## config.mk

```make
export PLATFORM = sky130hd
export DESIGN_NAME = m_ctrl_fsm
export DESIGN_NICKNAME = d
export VERILOG_FILES = /design/src/rtl/m_ctrl_fsm.sv
export SDC_FILE = /design/constraint.sdc
export NUM_CORES = 1
export LEC_CHECK = 0
export BUFFER_PORTS_ARGS = -buffer_cell sky130_fd_sc_hd__buf_2
export CORE_ASPECT_RATIO = 0.6
export CORE_MARGIN = 5
export CORE_UTILIZATION = 47
export DETAILED_ROUTE_END_ITERATION = 8
export GPL_ROUTABILITY_DRIVEN = 0
export PLACE_DENSITY = 0.76
export SKIP_CTS_REPAIR_TIMING = 1
export SYNTH_ARGS = -nofsm -noshare
export SYNTH_HDL_FRONTEND = slang
export SYNTH_SLANG_ARGS = --single-unit
```

## constraint.sdc

```tcl
create_clock -name clk -period 2 [get_ports clk]
set_clock_uncertainty 0.15 [all_clocks]
set_input_delay 0.3 -clock clk [delete_from_list [all_inputs] [get_ports clk]]
set_output_delay 0.3 -clock clk [all_outputs]
set_load 0.01 [all_outputs]
```

## src/rtl/m_ctrl_fsm.sv

```systemverilog
// ---------------------------------------------------------------------------
// m_ctrl_fsm -- multi-cycle control unit for the m_cpu datapath.
//
// Walks one instruction through IF/ID/EX/MEM/WB (3-5 cycles plus memory
// wait states) and drives every datapath strobe and mux select. Outputs are
// decoded combinationally from the current state (plus zero / mem_ready
// where needed), and all of them are forced to 0 while reset is asserted.
//
// Optional build macro: M_CTRL_HALT_EN -- opcode 0x3F enters a terminal HLT
// state that only reset leaves. Without it 0x3F is an illegal opcode.
//
// Ports:
//   clk          system clock, rising edge
//   reset        asynchronous reset, active low
//   Opcode/func  IR[31:26] / IR[5:0], held stable by the IR for the instruction
//   zero         ALU zero flag (used only in EXB)
//   mem_ready    memory completes the current access this cycle
//   state_out    current state encoding (debug)
//   pc_write, pc_src, ir_write, mem_read, mem_write, iord, reg_write,
//   reg_dst, mem_to_reg, alu_src_a, alu_src_b, ext_sel, alu_op
//                datapath strobes and selects
//   instr_done   pulse on the last cycle of each instruction
//   illegal      pulse in ID on an unsupported opcode/func
//   instr_count  retired-instruction counter (wraps)
//
// state | meaning
// ------+---------------------------------------------------------------
//   0   | IF  : fetch, PC+4, wait for mem_ready
//   1   | ID  : decode, precompute branch target
//   2   | EXR : R-type ALU operation
//   3   | EXI : addi / ori ALU operation
//   4   | EXA : lw / sw address calculation
//   5   | EXB : beq compare, conditional PC load (retires)
//   6   | JMP : jump (retires)
//   7   | WBR : R-type write-back (retires)
//   8   | WBI : immediate write-back (retires)
//   9   | MRD : memory read, wait for mem_ready
//  10   | MWR : memory write, wait for mem_ready (retires)
//  11   | WBL : load write-back (retires)
//  15   | HLT : halted (only with M_CTRL_HALT_EN)
// ---------------------------------------------------------------------------
module m_ctrl_fsm #(
    parameter int COUNT_W = 32
) (
    input  logic               clk,
    input  logic               reset,
    input  logic [5:0]         Opcode,
    input  logic [5:0]         func,
    input  logic               zero,
    input  logic               mem_ready,
    output logic [3:0]         state_out,
    output logic               pc_write,
    output logic [1:0]         pc_src,
    output logic               ir_write,
    output logic               mem_read,
    output logic               mem_write,
    output logic               iord,
    output logic               reg_write,
    output logic               reg_dst,
    output logic               mem_to_reg,
    output logic               alu_src_a,
    output logic [1:0]         alu_src_b,
    output logic               ext_sel,
    output logic [2:0]         alu_op,
    output logic               instr_done,
    output logic               illegal,
    output logic [COUNT_W-1:0] instr_count
);

    typedef enum logic [3:0] {
        S_IF  = 4'd0,
        S_ID  = 4'd1,
        S_EXR = 4'd2,
        S_EXI = 4'd3,
        S_EXA = 4'd4,
        S_EXB = 4'd5,
        S_JMP = 4'd6,
        S_WBR = 4'd7,
        S_WBI = 4'd8,
        S_MRD = 4'd9,
        S_MWR = 4'd10,
        S_WBL = 4'd11,
        S_HLT = 4'd15
    } state_t;

    localparam logic [5:0] OP_RTYPE = 6'h00;
    localparam logic [5:0] OP_ADDI  = 6'h08;
    localparam logic [5:0] OP_ORI   = 6'h0D;
    localparam logic [5:0] OP_LW    = 6'h23;
    localparam logic [5:0] OP_SW    = 6'h2B;
    localparam logic [5:0] OP_BEQ   = 6'h04;
    localparam logic [5:0] OP_J     = 6'h02;
`ifdef M_CTRL_HALT_EN
    localparam logic [5:0] OP_HLT   = 6'h3F;
`endif

    localparam logic [2:0] ALU_ADD = 3'b000;
    localparam logic [2:0] ALU_SUB = 3'b001;
    localparam logic [2:0] ALU_AND = 3'b010;
    localparam logic [2:0] ALU_OR  = 3'b011;
    localparam logic [2:0] ALU_SLT = 3'b100;

    state_t state;
    state_t next_state;

    function automatic logic func_legal(input logic [5:0] fn);
        return (fn == 6'h20) || (fn == 6'h22) || (fn == 6'h24) ||
               (fn == 6'h25) || (fn == 6'h2A);
    endfunction

    function automatic logic [2:0] func_alu_op(input logic [5:0] fn);
        logic [2:0] op;
        op = ALU_ADD;
        case (fn)
            6'h22:   op = ALU_SUB;
            6'h24:   op = ALU_AND;
            6'h25:   op = ALU_OR;
            6'h2A:   op = ALU_SLT;
            default: op = ALU_ADD;
        endcase
        return op;
    endfunction

`ifdef M_CTRL_HALT_EN
    // Marks the first HLT cycle so the halt retires exactly once.
    logic hlt_first;
`endif

    // Everything stays at 0 while reset is low so a write in flight is
    // cut off immediately rather than at the next edge.
    always_comb begin
        next_state = state;
        pc_write   = 1'b0;
        pc_src     = 2'b00;
        ir_write   = 1'b0;
        mem_read   = 1'b0;
        mem_write  = 1'b0;
        iord       = 1'b0;
        reg_write  = 1'b0;
        reg_dst    = 1'b0;
        mem_to_reg = 1'b0;
        alu_src_a  = 1'b0;
        alu_src_b  = 2'b00;
        ext_sel    = 1'b0;
        alu_op     = ALU_ADD;
        instr_done = 1'b0;
        illegal    = 1'b0;
        if (reset) begin
            case (state)
                S_IF: begin
                    mem_read  = 1'b1;
                    alu_src_b = 2'b01;
                    if (mem_ready) begin
                        ir_write   = 1'b1;
                        pc_write   = 1'b1;
                        next_state = S_ID;
                    end
                end
                S_ID: begin
                    alu_src_b = 2'b11;
                    ext_sel   = 1'b1;
                    case (Opcode)
                        OP_RTYPE: begin
                            if (func_legal(func)) begin
                                next_state = S_EXR;
                            end else begin
                                illegal    = 1'b1;
                                next_state = S_IF;
                            end
                        end
                        OP_ADDI, OP_ORI: next_state = S_EXI;
                        OP_LW, OP_SW:    next_state = S_EXA;
                        OP_BEQ:          next_state = S_EXB;
                        OP_J:            next_state = S_JMP;
`ifdef M_CTRL_HALT_EN
                        OP_HLT:          next_state = S_HLT;
`endif
                        default: begin
                            illegal    = 1'b1;
                            next_state = S_IF;
                        end
                    endcase
                end
                S_EXR: begin
                    alu_src_a  = 1'b1;
                    alu_op     = func_alu_op(func);
                    next_state = S_WBR;
                end
                S_EXI: begin
                    alu_src_a = 1'b1;
                    alu_src_b = 2'b10;
                    if (Opcode == OP_ORI) begin
                        alu_op = ALU_OR;
                    end else begin
                        ext_sel = 1'b1;
                    end
                    next_state = S_WBI;
                end
                S_EXA: begin
                    alu_src_a  = 1'b1;
                    alu_src_b  = 2'b10;
                    ext_sel    = 1'b1;
                    next_state = (Opcode == OP_LW) ? S_MRD : S_MWR;
                end
                S_EXB: begin
                    alu_src_a  = 1'b1;
                    alu_op     = ALU_SUB;
                    pc_write   = zero;
                    pc_src     = 2'b01;
                    instr_done = 1'b1;
                    next_state = S_IF;
                end
                S_JMP: begin
                    pc_write   = 1'b1;
                    pc_src     = 2'b10;
                    instr_done = 1'b1;
                    next_state = S_IF;
                end
                S_WBR: begin
                    reg_write  = 1'b1;
                    reg_dst    = 1'b1;
                    instr_done = 1'b1;
                    next_state = S_IF;
                end
                S_WBI: begin
                    reg_write  = 1'b1;
                    instr_done = 1'b1;
                    next_state = S_IF;
                end
                S_MRD: begin
                    mem_read = 1'b1;
                    iord     = 1'b1;
                    if (mem_ready) begin
                        next_state = S_WBL;
                    end
                end
                S_MWR: begin
                    mem_write = 1'b1;
                    iord      = 1'b1;
                    if (mem_ready) begin
                        instr_done = 1'b1;
                        next_state = S_IF;
                    end
                end
                S_WBL: begin
                    reg_write  = 1'b1;
                    mem_to_reg = 1'b1;
                    instr_done = 1'b1;
                    next_state = S_IF;
                end
`ifdef M_CTRL_HALT_EN
                S_HLT: begin
                    instr_done = hlt_first;
                    next_state = S_HLT;
                end
`endif
                default: next_state = S_IF;
            endcase
        end
    end

    always_ff @(posedge clk or negedge reset) begin
        if (!reset) begin
            state       <= S_IF;
            instr_count <= '0;
        end else begin
            state <= next_state;
            if (instr_done) begin
                instr_count <= instr_count + COUNT_W'(1);
            end
        end
    end

`ifdef M_CTRL_HALT_EN
    always_ff @(posedge clk or negedge reset) begin
        if (!reset) begin
            hlt_first <= 1'b0;
        end else begin
            hlt_first <= (state == S_ID) && (next_state == S_HLT);
        end
    end
`endif

    assign state_out = state;

endmodule

```

* Word-level counts from Yosys, hierarchy flattened
Cells that the tools add are included.
** Word-level totals
- Bits of input ports :: 16
- Logic and storage cells :: 88
- Output and inout port bits :: 55
- Register bits :: 36
** Cells by class
- Mux-type cells :: 43
- Add/sub/neg operators :: 1
- Reductions and logical operators :: 17
- Equal/unequal tests :: 25
** Operators by type and width (count)
- $eq 6x6->1 const B :: 7
- $add 32x1->32 const B :: 1
- $pmux 4 s7 :: 1
- $mux 1 :: 24
- $pmux 4 s5 :: 1
- $eq 4x3->1 const B :: 4
- $eq 4x4->1 const B :: 4
- $eq 6x4->1 const B :: 2
- $mux 4 :: 3
- $pmux 3 s4 :: 1
- $reduce_or 2->1 :: 6
- $mux 2 :: 5
- $pmux 3 s3 :: 1
- $eq 4x2->1 const B :: 2
- $eq 6x2->1 const B :: 1
- $eq 6x3->1 const B :: 1
- $logic_not 6->1 :: 1
- $ne 2x2->1 const B :: 3
- $pmux 1 s2 :: 3
- $pmux 2 s3 :: 1
- $reduce_or 6->1 :: 1
- $reduce_or 5->1 :: 1
- $eq 4x1->1 const B :: 1
- $logic_not 4->1 :: 1
- other kinds (7) :: 10

* Logic depth before layout (Yosys ltp)
- Depth after elaboration :: 9
- Mapped depth :: 7
- Gate-level depth less buffers :: 6

* Worst setup path after synthesis
Ideal clock, no wire load.
- Path kind :: register -> register
- Start :: reg state[0], in the netlist state_out[0]
- End :: reg instr_count[1]
- Arrival time :: 1.739 ns
- Clock period less this slack :: 2.013 ns
- Setup slack :: -0.013 ns
- Path buffers :: 1
- Cell stages (with the launch flop) :: 6
- Library setup time :: 0.125 ns
- Required time :: 1.725 ns
- Path through :: dfrtp_1 and2b_1 o21ai_1 and3_1 buf_2 mux2_2
** Between the ends
- Longest elaborated chain between the ends :: 4
- Elaborated cells between the ends (all ways) :: 9
- Those cells by class :: 6 x eq/ne; 2 x mux; 1 x reduce/logical
** RTL lines
- from (decl) :: RTL line 103 : state_t state;
- from (signal assigned) :: RTL line 267 : state <= next_state;
- $eq 4x4->1 / $eq 4x3->1 (equally long branches) :: RTL line 149 : case (state)
- $reduce_or 5->1 (no source line)
- $pmux 1 s2 (*) :: RTL line 149
- $mux 1 (*) :: RTL line 148 : if (reset) begin
- named net instr_done :: RTL line 65 : output logic instr_done,
- to (signal assigned) :: RTL line 269 : instr_count <= instr_count + COUNT_W'(1);
- to (decl) :: RTL line 67 : output logic [COUNT_W-1:0] instr_count
Mark *: on every way through the listed nets, which the timed path passes. The rest lies on a longest branch.
A chain may end at the register's enable or synchronous reset.

* Worst setup path in the final report
- Start :: reg state[3], in the netlist state_out[3]
- End :: reg instr_count[11]
** Between the ends
- Longest elaborated chain between the ends :: 4
- Elaborated cells between the ends (all ways) :: 9
- Those cells by class :: 6 x eq/ne; 2 x mux; 1 x reduce/logical
** RTL lines (RTL line)
- $eq 4x4->1 / $eq 4x3->1 (equally long branches) :: 149
- $reduce_or 5->1 (no source line)
- $pmux 1 s2 (*) :: 149
- $mux 1 (*) :: 148
Mark *: on every way between the ends. The rest lies on a longest branch, timed or not.

==> flow_summary.json <==
{
  "r2r_setup_slack_ps": -140,
  "crit_fanout": 8,
  "intPower_w": 0.00191,
  "syn_area_um2": 2430,
  "wirelength_um": 8110,
  "r2r-end": "instr_count[11]",
  "synthTopCellsByArea": "dfrtp_1 (37%), xor2_1 (7.2%), xnor2_1 (6.1%), nand2_1 (4.5%), nor2_1 (4.5%)",
  "drc": 0,
  "regToRegStartpoint": "state_out[3]",
  "io_pins": 71,
  "crit_top_cell": "buf_4",
  "insertion_delay_ps": 300,
  "critical_path.cell_chain": "buf_4 > nor3_4 > buf_4 > nor4_4 > nand3_4 > buf_4 > nor2_1 > xor2_1",
  "critPathCapture": "instr_count[11]",
  "nNetsFinal": 417,
  "avgSynthCellArea_um2": 8.68,
  "cp.required_ps": 2070,
  "ys_ff_latch": 36,
  "clockBufferDepth": 2,
  "power.switching_w": 0.00129,
  "cp_top_family": "simple AND/OR/NAND/NOR gates",
  "cp_num_buf_inv": 3,
  "start_util_pct": 48.3,
  "finalSetupViolations": 25,
  "drt-initial-drc-count": 218,
  "yosys_warnings": 0,
  "die-area_um2": 6760,
  "min_path_type": "in -> async",
  "min_period_ps": 2140,
  "detail-route-antenna-nets": 0,
  "fmax_mhz": 468,
  "cts_tree": "built",
  "grt_pass1_vias": 2387,
  "worst-path-stages": 8,
  "switching_share_pct": 40.2,
  "synth-async-reset-ratio_pct": 100,
  "max-slew-margin-rel_pct": 70.5,
  "status": "finished, violations left",
  "register_area_um2": 906,
  "area_growth_pct": 45.9,
  "p_per_area_nw_per_um2": 903,
  "synthCells": 280,
  "grtUsageTotal_pct": 21.5,
  "placed_cells": 436,
  "synth_ff_type": "dfrtp_1",
  "drive_gt1_share_pct": 43.9,
  "max_slew.worst_pin.slew_ps": 442,
  "startpoint": "state_out[3]",
  "violations": "hold timing, setup timing",
  "crit_path_top_delay_cell": "dfrtp_2",
  "gr-total-overflow": 0,
  "root_buffer": "clkbuf_8",
  "cp_slowest_stage_delay_ps": 440,
  "cts.sinks": 36,
  "fp.dieW_um": 103,
  "clkTransAtPathRegs_ps": 80,
  "ys_top_cells_by_count": "dfrtp_1 (36), nand2_1 (29), nor2_1 (29)",
  "synth_edf_count": 0,
  "stdcell_count": 467,
  "port-buffer-count": 70,
  "cts_buffers": 5,
  "seq_area_frac_synth_pct": 37.1,
  "n_antenna_cell": 0,
  "comb_power_share_pct": 51.6,
  "netlist-cell-type-count": 52,
  "syn_nets": 297,
  "finalSetupTns_ps": -1470,
  "post-route-period-util_pct": 107,
  "multiInputGateArea_um2": 1600,
  "slew_viol_final": 0,
  "critPathKind": "reg -> reg",
  "post-route-util_pct": 70.5,
  "dp_hpwl_um": 5440,
  "reg2reg_depth": 8,
  "crit_path_end_kind": "flip-flop",
  "setup_ws_ps": -135,
  "die_h_um": 65.7,
  "yosysMostFrequentCell": "dfrtp_1",
  "hold_viol": 33,
  "viasPerCell": 5.83,
  "synth_top_area_share_pct": 37.1,
  "start_kind": "flip-flop",
  "crit_arrival_ps": 2210,
  "dr.pass1.iters": 5,
  "drv_cap": 0,
  "ir_drop_v": 0.000510,
  "p_leak_nw": 1.73,
  "grt_antenna_before_repair": 0,
  "yosys.area.top_type": "dfrtp_1",
  "rsz0062_at_grt": "true",
  "cts.htree.levels": 2,
  "p_seq_share_pct": 28.5,
  "wl_per_cell_um": 17.4,
  "fillers": 358,
  "dp_slack_ps": -9.44,
  "vias": 2722,
  "hold_slack_ps": -16.7,
  "rows": 20,
  "clockPowerShare_pct": 19.9,
  "grt_max_degree": 36,
  "core_area_um2": 5030,
  "grt_pass1_wl_um": 11400
}
==> final cells by class <==
type / instances / area share, %
repair buffers: 128 / 22.7
flip-flops and latches: 36 / 25.5
clock buffers: 6 / 2.05
multi-input cells: 217 / 45.0
inverters: 12 / 1.38
well taps: 66 / 2.33
clock inverters: 2 / 0.988
==> kinds of logic (layout without fill, tap and decap cells) <==
group / count (synthesis) / in the layout / share of synthesized area [%]
compound gates: 42 / 42 / 10.9
xor+xnor: 37 / 37 / 13.3
fa+ha+maj: 1 / 1 / 0.515
buf+inv: 27 / 148 / 5.05
flops: 36 / 36 / 37.1
mux: 1 / 1 / 0.463
simple gates: 136 / 136 / 32.7
==> registers in the layout (all words and copies together) (netlist names) <==
name and count:
instr_count 32, state_out 4
==> power groups by stage <==
stage / clock network (W) / logic, W / registers (W)
after global routing: 0.000675 / 0.00177 / 0.000924
after floorplan: 0 / 0.000734 / 0.000919
after global placement: 0 / 0.00125 / 0.000895
after detailed placement: 0 / 0.00126 / 0.000906
final: 0.000637 / 0.00165 / 0.000912
after CTS: 0.000638 / 0.00127 / 0.000893
==> per-layer routing <==
| layer | global-route usage (%) | part of all wire [%] | up-vias |
|---|---|---|---|
| met5 | 0 | 0 | - |
| met4 | 5.17 | 2.4 | 0 |
| met3 | 4.77 | 8.1 | 26 |
| met2 | 30.5 | 46 | 138 |
| met1 | 33.0 | 44 | 1322 |
| li1 | - | - | 1236 |
==> worst min-delay path by stage <==
stage / start / slack (ps) / end / depth (start not counted)
2_1_floorplan: reset / -150 / instr_count[0] / 0
3_3_place_gp: reset / 150 / instr_count[8] / 2
3_5_place_dp: reset / 140 / instr_count[8] / 2
4_1_cts: reset / -170 / instr_count[8] / 2
5_1_grt: reset / 2 / state_out[1] / 2
6_report: reset / -20 / instr_count[23] / 2
==> placed cells by master (no fill, tap or decap), types with 2 or more instances in the layout <==
cell type and n:
nand4b_1 2, nor2_2 5, nand2_2 2, dfrtp_1 32
nor2b_1 3, nand3b_1 2, dfrtp_2 4, o21ai_1 2
clkbuf_8 5, a31oi_1 3, xor2_1 20, nand4_1 14
nand2_1 26, nor2_4 2, and4_1 4, inv_1 10
nor3_1 6, nor2_1 22, o21ai_0 8, xnor2_1 17
a21oi_1 12, and3_1 5, nor3_2 5, nand2b_1 4
buf_6 4, nand3_1 7, nor3_4 4, buf_2 69
nor4_1 4, o32a_1 2, buf_4 54, nor4_4 6
==> per-stage QoR <==
step / power, W / hold WS [ps] / cell area, µm²
detailed placement: 0.00217 / 141 / 3050
global placement: 0.00214 / 147 / 3050
CTS: 0.00280 / -171 / 3160
finish: 0.00320 / -16.7 / 3550
floorplan: 0.00165 / -146 / 2440
global route: 0.00336 / 2.27 / 3550
==> worst register-to-register path, delay by kind of cell (launching register included) <==
| family | cells | cell delay, ps |
|---|---|---|
| AND/OR/NAND/NOR | 4 | 780 |
| XOR/XNOR | 1 | 160 |
| flip-flops | 1 | 440 |
| buffers and inverters | 3 | 520 |
(Power assumes the default switching activity.)
